[src/rtl/rf_write_arbiter.sv]
// rf_write_arbiter
//   Round-robin arbiter that shares the single write port of the register
//   file among NREQ requesters. A grant is decided combinationally in the
//   same cycle. The accepted write is registered onto wr_* one cycle later.
//
// Ports
//   clk, reset   clock and synchronous active-high reset
//   req_valid    per-requester pending-write flags
//   req_addr     requester i address in [i*AW +: AW]
//   req_data     requester i data in [i*DW +: DW]
//   req_ready    one-hot grant; a transfer happens when valid & ready
//   rf_stall     register file cannot accept a write this cycle
//   wr_en        registered write strobe
//   wr_addr      registered write address, to the 3-to-8 decoder
//   wr_data      registered write data
//   wr_src       index of the requester whose write is on the port
module rf_write_arbiter #(
  parameter int NREQ = 4,
  parameter int DW   = 32,
  parameter int AW   = 3,
  parameter int SW   = 2
) (
  input  logic                 clk,
  input  logic                 reset,
  input  logic [NREQ-1:0]      req_valid,
  input  logic [NREQ*AW-1:0]   req_addr,
  input  logic [NREQ*DW-1:0]   req_data,
  output logic [NREQ-1:0]      req_ready,
  input  logic                 rf_stall,
  output logic                 wr_en,
  output logic [AW-1:0]        wr_addr,
  output logic [DW-1:0]        wr_data,
  output logic [SW-1:0]        wr_src
);

  logic [SW-1:0] ptr;
  logic [SW-1:0] gnt;
  logic          gnt_vld;
  int            idx;

  // Search req_valid starting at ptr and wrapping modulo NREQ; the first set
  // bit wins. Reset and stall block every grant, so nothing is accepted then.
  always_comb begin
    req_ready = '0;
    gnt       = '0;
    gnt_vld   = 1'b0;
    idx       = 0;
    if (!reset && !rf_stall) begin
      for (int k = 0; k < NREQ; k++) begin
        idx = (int'(ptr) + k) % NREQ;
        if (!gnt_vld && req_valid[idx]) begin
          gnt_vld = 1'b1;
          gnt     = SW'(idx);
        end
      end
    end
    req_ready[gnt] = gnt_vld;
  end

  always_ff @(posedge clk) begin
    if (reset) begin
      ptr     <= '0;
      wr_en   <= 1'b0;
      wr_addr <= '0;
      wr_data <= '0;
      wr_src  <= '0;
    end else if (gnt_vld) begin
      wr_en   <= 1'b1;
      wr_addr <= req_addr[gnt*AW +: AW];
      wr_data <= req_data[gnt*DW +: DW];
      wr_src  <= gnt;
      // Pointer moves just past the winner; explicit wrap since NREQ need
      // not be a power of two.
      ptr     <= (gnt == SW'(NREQ-1)) ? '0 : gnt + SW'(1);
    end else begin
      // Address/data/source hold; only the strobe drops.
      wr_en   <= 1'b0;
    end
  end

endmodule

[config.mk]
export PLATFORM = sky130hd
export DESIGN_NAME = rf_write_arbiter
export DESIGN_NICKNAME = d
export VERILOG_FILES = /design/src/rtl/rf_write_arbiter.sv
export SDC_FILE = /design/constraint.sdc
export NUM_CORES = 1
export LEC_CHECK = 0
export ABC_AREA = 1
export ABC_CLOCK_PERIOD_IN_PS = 4700
export CORE_UTILIZATION = 40
export DETAILED_ROUTE_END_ITERATION = 16
export GPL_TIMING_DRIVEN = 1
export PLACE_DENSITY = 0.86
export SKIP_CTS_REPAIR_TIMING = 1
export SLEW_MARGIN = 20
export SYNTH_ARGS = -nofsm -noshare
export SYNTH_HDL_FRONTEND = slang
export SYNTH_SLANG_ARGS = --single-unit
[constraint.sdc]
create_clock -name clk -period 4.7 [get_ports clk]
set_clock_uncertainty 0.15 [all_clocks]
set_input_delay 0.94 -clock clk [delete_from_list [all_inputs] [get_ports clk]]
set_output_delay 0.94 -clock clk [all_outputs]
set_load 0.01 [all_outputs]
==> results of run 1 <==
-- flip-flops by register name, summed over array words and instances (netlist names) --
name / cells
ptr: 2
wr_addr: 3
wr_data: 32
wr_en: 1
wr_src: 2
-- worst max-delay path: cells and delay by family --
kind	cells	cell delay, ns
buffers and inverters	5	1.32
AND/OR/NAND/NOR	8	0.91
adder cells (fa/ha/maj)	1	0.18
-- placed cells by master (no fill, tap or decap), types with 3 or more instances in the layout --
master / netlist / routed
sky130_fd_sc_hd__inv_1: 40 / 39
sky130_fd_sc_hd__o22ai_1: 19 / 19
sky130_fd_sc_hd__inv_2: 4 / 4
sky130_fd_sc_hd__buf_4: 10 / 8
sky130_fd_sc_hd__and2_1: 7 / 7
sky130_fd_sc_hd__ha_1: 4 / 4
sky130_fd_sc_hd__o21ai_0: 7 / 7
sky130_fd_sc_hd__or2_2: 9 / 9
sky130_fd_sc_hd__dfxtp_1: 40 / 40
sky130_fd_sc_hd__clkbuf_8: 0 / 6
sky130_fd_sc_hd__nand2_4: 3 / 3
sky130_fd_sc_hd__nand3b_1: 11 / 11
sky130_fd_sc_hd__clkdlybuf4s50_1: 0 / 188
sky130_fd_sc_hd__nor2_1: 64 / 64
sky130_fd_sc_hd__nand2_2: 3 / 3
sky130_fd_sc_hd__o21ai_1: 8 / 8
sky130_fd_sc_hd__o211ai_2: 4 / 4
sky130_fd_sc_hd__a21oi_1: 6 / 6
sky130_fd_sc_hd__nand2_1: 186 / 186
sky130_fd_sc_hd__nand3_1: 61 / 61
-- cells in the mapped netlist, drive strengths merged --
master	instances	area (um2)
nand2	192	751
nor2	65	251
nand3	62	315
inv	46	178
dfxtp	40	801
buf	24	164
o22ai	19	119
o21ai	15	75.1
or2	13	81.3
nand3b	11	82.6
clkbuf	8	30.0
and2	7	43.8
a21oi	6	30.0
ha	4	50.1
o211ai	4	50.1
-- path summary, 6_finish.rpt --
check / endpoint / slack, ns
worst min register to register: wr_src[1] / 0.32
worst max register to register: wr_addr[2] / 1.87
worst min-delay path: wr_src[1] / 0.32
worst max-delay path: req_ready[2] / 0.25
-- layout make-up --
class	count	area, um2	share of cell area (%)
multi-input combinational	398	1850	37.1
clock buffer	8	90.1	1.81
sequential	40	801	16.1
inverter	46	178	3.57
timing repair buffer	196	1940	39.0
tap	99	124	2.49
-- power by group --
group	internal (mW)	switching, mW	total [mW]
registers	0.402	0.0366	0.438
logic	0.350	0.358	0.708
clock network	0.120	0.119	0.239
-- through the flow --
| stage | cells | total power, mW | setup WS (ns) |
|---|---|---|---|
| 2_1_floorplan | 516 | 0.844 | 1.28 |
| 3_3_place_gp | 779 | 1.14 | 0.361 |
| 3_5_place_dp | 779 | 1.15 | 0.240 |
| 4_1_cts | 787 | 1.39 | 0.232 |
| 5_1_grt | 787 | 1.48 | 0.0219 |
| 6_report | 787 | 1.39 | 0.247 |
-- cells by family (layout without fill, tap and decap cells) --
family	after synthesis	in the layout
flops	40	40
simple gates	350	350
compound gates	44	44
buf+inv	78	250
fa+ha+maj	4	4
-- metal layers --
layer	wire length (um)	GRT usage, %	vias up
li1	-	-	1958
met2	5180	46.4	151
met5	0	0	-
met1	4150	29.9	1696
met4	172	6.74	0
met3	783	6.19	14
==> flow_metrics.env, run 1 <==
export IMPL_final_cell_area_mm2=0.00498
export IMPL_finish_net_count=838
export IMPL_mappedNetlistNets=667
export IMPL_power_density_mw_per_mm2=278
export IMPL_finalHoldViolations=0
export IMPL_main_combinational_cell_family_by_area_after_synthesis="simple AND/OR/NAND/NOR gates"
export IMPL_cts_buffer_depth=2
export IMPL_postSynthRegisterBits=40
export IMPL_critical_path_cell_chain="clkdlybuf4s50_1 -> inv_1 -> nand2_1 -> nand3_1 -> nand2_1 -> nor2_4 -> nand3_1 -> nand3_1 -> nand2_2 -> inv_2 -> ha_1 -> inv_1 -> nor2_1 -> clkdlybuf4s50_1"
export IMPL_drc=0
export IMPL_tritoncts_num_sinks=40
export IMPL_timing_slew_headroom_pct=33.6
export IMPL_outcome="complete, no violations"
export IMPL_num_fill_cells=666
export IMPL_min_path_cells=2
export IMPL_antenna_cells=0
export IMPL_yosys_mux_area_fraction_pct=0
export IMPL_synth_to_layout_area_growth_pct=64.9
export IMPL_worst_r2r_path_depth=16
export IMPL_fin_setup_tns_ns=0
export IMPL_min_delay_start="wr_src[1]"
export IMPL_total_leakage_power_nw=2.34
export IMPL_required_arrival_time_at_the_worst_endpoint_ns=3.61
export IMPL_fin_crit_sh_pct=94.7
export IMPL_place_area_mm2=0.00489
export IMPL_number_of_placement_rows=31
export IMPL_grt_setup_unrepaired="false"
export IMPL_final_util_pct=68.3
export IMPL_insertion_delay_ns=0.28
export IMPL_drive_gt1_share_pct=5.96
export IMPL_postRouteWirelength_mm=10.3
export IMPL_drt_iter0_drc=110
export IMPL_cts_tree="done"
export IMPL_power_ir_vdd_worst_v=0.000131
export IMPL_synth_cell_types=26
export IMPL_worstReg2RegStart="ptr[0]"
export IMPL_maxCapViolations=0
export IMPL_critPathSlowestCell="sky130_fd_sc_hd__clkdlybuf4s50_1"
export IMPL_place_hpwl_mm=7.79
export IMPL_post_syn_area_mm2=0.00302
export IMPL_portBuffers=188
export IMPL_syn_avg_cell_area_um2=5.86
export IMPL_wire_per_inst_um=13.1
export IMPL_die_area_mm2=0.00791
export IMPL_end_kind="output pin"
export IMPL_cts_reportedPaths_clkPinSlew_ns=0.08
export IMPL_grt_pass1_wl_mm=15.8
export IMPL_route_detailed_vias_per_inst=4.85
export IMPL_grt_pass1_vias=3517
export IMPL_globalRouteTotalUtil_pct=25.5
export IMPL_cp_startpoint="req_valid[3]"
export IMPL_report_final_setup_viol=0
export IMPL_crit_path_max_incr_delay_ns=0.54
export IMPL_period_minus_slack_ns=4.45
export IMPL_ant_nets=0
export IMPL_global_route_overflow_total=0
export IMPL_critPathLaunchType="primary input"
export IMPL_cts_htree_levels=2
export IMPL_holdWs_ns=0.323
export IMPL_top_level_ports=189
export IMPL_antenna_found_initial=0
export IMPL_routed_via_count=3819
export IMPL_grt_start_max_net_pins=59
export IMPL_arrival_ns=3.36
export IMPL_post_synth_xor_area_fraction_pct=0
export IMPL_syn_inst_count=516
export IMPL_fmaxAchievable_ghz=0.225
export IMPL_synth_area_in_compound_gates_pct=9.07
export IMPL_synth_simple_area_share_pct=50.5
export IMPL_worstMarginPinSlew_ns=0.991
export IMPL_tritoncts_num_buffers=5
export IMPL_starting_density_pct=41.4
export IMPL_cts_root_buf="sky130_fd_sc_hd__clkbuf_8"
export IMPL_slew_violations=0
export IMPL_drt_first_pass_iters=4
export IMPL_path_max_fanout=14
export IMPL_ys_warn_count=0
export IMPL_fp_coreArea_mm2=0.00729
export IMPL_synth_adder_area_share_pct=1.66
export IMPL_yosysSeqAreaShare_pct=26.5
export IMPL_gp_congestion=0.916
export IMPL_path_common_cell="sky130_fd_sc_hd__nand3_1"
export IMPL_timing_worst_setup_path_type="primary input to output pin"
export IMPL_hp_class="register to register"
export IMPL_die_w_um=88.9
export IMPL_die_height_um=88.9
(Power assumes the default switching activity.)
==> run 2, diff against run 1 <==
Settings changed: RECOVER_POWER set to 100.
==> run 2 against run 1 <==
Against the previous run:
- via count is 0.50% higher
- flip-flop and latch count stayed put
- wire length is 0.14% higher
- die area stayed put
==> flow_metrics.env, run 2 (synthesized netlist as in run 1, its figures left out) <==
export IMPL_crit_reg2reg_capture="wr_addr[2]"
export IMPL_number_of_flip_flops_under_the_largest_register_name=32
export IMPL_path_max_fanout=18
export IMPL_cts_htree_levels=2
export IMPL_gp_congestion=0.916
export IMPL_postRouteWirelength_mm=10.3
export IMPL_drt_iter0_drc=120
export IMPL_end_kind="output pin"
export IMPL_wire_per_inst_um=13.1
export IMPL_power_ir_vdd_worst_v=0.000130
export IMPL_slew_violations=0
export IMPL_place_hpwl_mm=7.79
export IMPL_drive_gt1_share_pct=5.09
export IMPL_number_of_placement_rows=31
export IMPL_timing_worst_setup_path_type="primary input to output pin"
export IMPL_worstMarginPinSlew_ns=1.48
export IMPL_worst_r2r_path_depth=14
export IMPL_fmaxAchievable_ghz=0.224
export IMPL_die_height_um=88.9
export IMPL_hp_class="register to register"
export IMPL_fin_setup_tns_ns=0
export IMPL_required_arrival_time_at_the_worst_endpoint_ns=3.61
export IMPL_arrival_ns=3.37
export IMPL_grt_pass1_vias=3517
export IMPL_power_density_mw_per_mm2=273
export IMPL_report_final_setup_viol=0
export IMPL_insertion_delay_ns=0.28
export IMPL_portBuffers=188
export IMPL_starting_density_pct=41.4
export IMPL_top_level_ports=189
export IMPL_route_detailed_vias_per_inst=4.88
export IMPL_finalWorstSetupSlack_ns=0.244
export IMPL_critPathLaunchType="primary input"
export IMPL_antenna_cells=0
export IMPL_global_route_overflow_total=0
export IMPL_final_common_cell="sky130_fd_sc_hd__nand2_1"
export IMPL_cts_buffer_depth=2
export IMPL_drt_first_pass_iters=4
export IMPL_top_regs="wr_data x32, wr_addr x3"
export IMPL_setup_reg_to_reg_worst_slack_ns=0.81
export IMPL_period_minus_slack_ns=4.46
export IMPL_globalRouteTotalUtil_pct=25.5
export IMPL_finalHoldViolations=0
export IMPL_mostFrequentLayoutCells="sky130_fd_sc_hd__nand2_1 (186), sky130_fd_sc_hd__clkdlybuf4s50_1 (149), sky130_fd_sc_hd__nor2_1 (64), sky130_fd_sc_hd__nand3_1 (61)"
export IMPL_routed_via_count=3838
export IMPL_antenna_found_initial=0
export IMPL_cts_tree="done"
export IMPL_top_register="wr_data"
export IMPL_synth_to_layout_area_growth_pct=64.1
export IMPL_fp_coreArea_mm2=0.00729
export IMPL_grt_setup_unrepaired="false"
export IMPL_min_delay_start="wr_data[1]"
export IMPL_drc=0
export IMPL_detailedPlace_worstSlack_ns=0.240
export IMPL_tritoncts_num_sinks=40
export IMPL_grt_start_max_net_pins=59
export IMPL_maxCapViolations=0
export IMPL_grt_pass1_wl_mm=15.8
export IMPL_die_w_um=88.9
export IMPL_ant_nets=0
export IMPL_min_path_cells=2
export IMPL_fin_crit_sh_pct=94.8
export IMPL_total_leakage_power_nw=2.39
export IMPL_holdPathEnd="wr_data[1]"
export IMPL_outcome="complete, no violations"
export IMPL_die_area_mm2=0.00791
export IMPL_tritoncts_num_buffers=5
export IMPL_timing_slew_headroom_pct=1.50
export IMPL_finish_net_count=838
export IMPL_cts_root_buf="sky130_fd_sc_hd__clkbuf_8"
export IMPL_cts_reportedPaths_clkPinSlew_ns=0.08
export IMPL_worstReg2RegStart="ptr[0]"
run 2: worst max path at each step:
stage                        end  cells past startpoint         start
global route        req_ready[2]                     14  req_valid[3]
floorplan           req_ready[2]                     14  req_valid[3]
finish              req_ready[3]                     15  req_valid[3]
CTS                 req_ready[2]                     14  req_valid[3]
global placement    req_ready[2]                     14  req_valid[3]
detailed placement  req_ready[2]                     14  req_valid[3]
run 2: where the power goes:
part	switching, mW	total, mW	leakage, nW	internal, mW
Clock	0.120	0.240	0.0455	0.120
Sequential	0.0339	0.435	0.333	0.401
Combinational	0.355	0.681	2.02	0.326
run 2: final cells by class:
cell class	count	area, um2
flip-flops and latches	40	801
repair buffers	196	1930
inverters	46	176
well taps	99	124
multi-input cells	398	1830
fillers	671	2330
clock buffers	8	90.1
run 2: through the flow:
stage	instance area, um2	std cells	util [%]	hold WS, ns	power [mW]
3_3_place_gp	4890	779	67.1	0.308	1.14
6_report	4960	787	68.0	0.321	1.36
2_1_floorplan	3020	516	-	0.341	0.844
5_1_grt	4960	787	68.0	0.348	1.45
4_1_cts	4980	787	68.3	0.326	1.39
3_5_place_dp	4890	779	67.1	0.312	1.15
run 2: worst max-delay path, cell delays in order:
cell	delay (ns)
sky130_fd_sc_hd__clkdlybuf4s50_1	0.43
sky130_fd_sc_hd__inv_1	0.09
sky130_fd_sc_hd__nand2_1	0.06
sky130_fd_sc_hd__nand3_1	0.13
sky130_fd_sc_hd__nand2_1	0.11
sky130_fd_sc_hd__nor2_4	0.16
sky130_fd_sc_hd__nand3_2	0.10
sky130_fd_sc_hd__nand2_4	0.07
sky130_fd_sc_hd__clkinvlp_2	0.15
sky130_fd_sc_hd__nand2_4	0.19
sky130_fd_sc_hd__inv_4	0.12
sky130_fd_sc_hd__ha_1	0.22
sky130_fd_sc_hd__inv_1	0.05
sky130_fd_sc_hd__nor2_1	0.03
sky130_fd_sc_hd__clkdlybuf4s50_1	0.49
run 2: layer usage:
metal  global-route usage [%]  routed length [um]  vias to the layer above
li1                         -                   -                     1958
met1                     29.9                4120                     1700
met2                     46.4                5190                      166
met3                     6.19                 840                       14
met4                     6.74                 156                        0
met5                        0                   0                        -
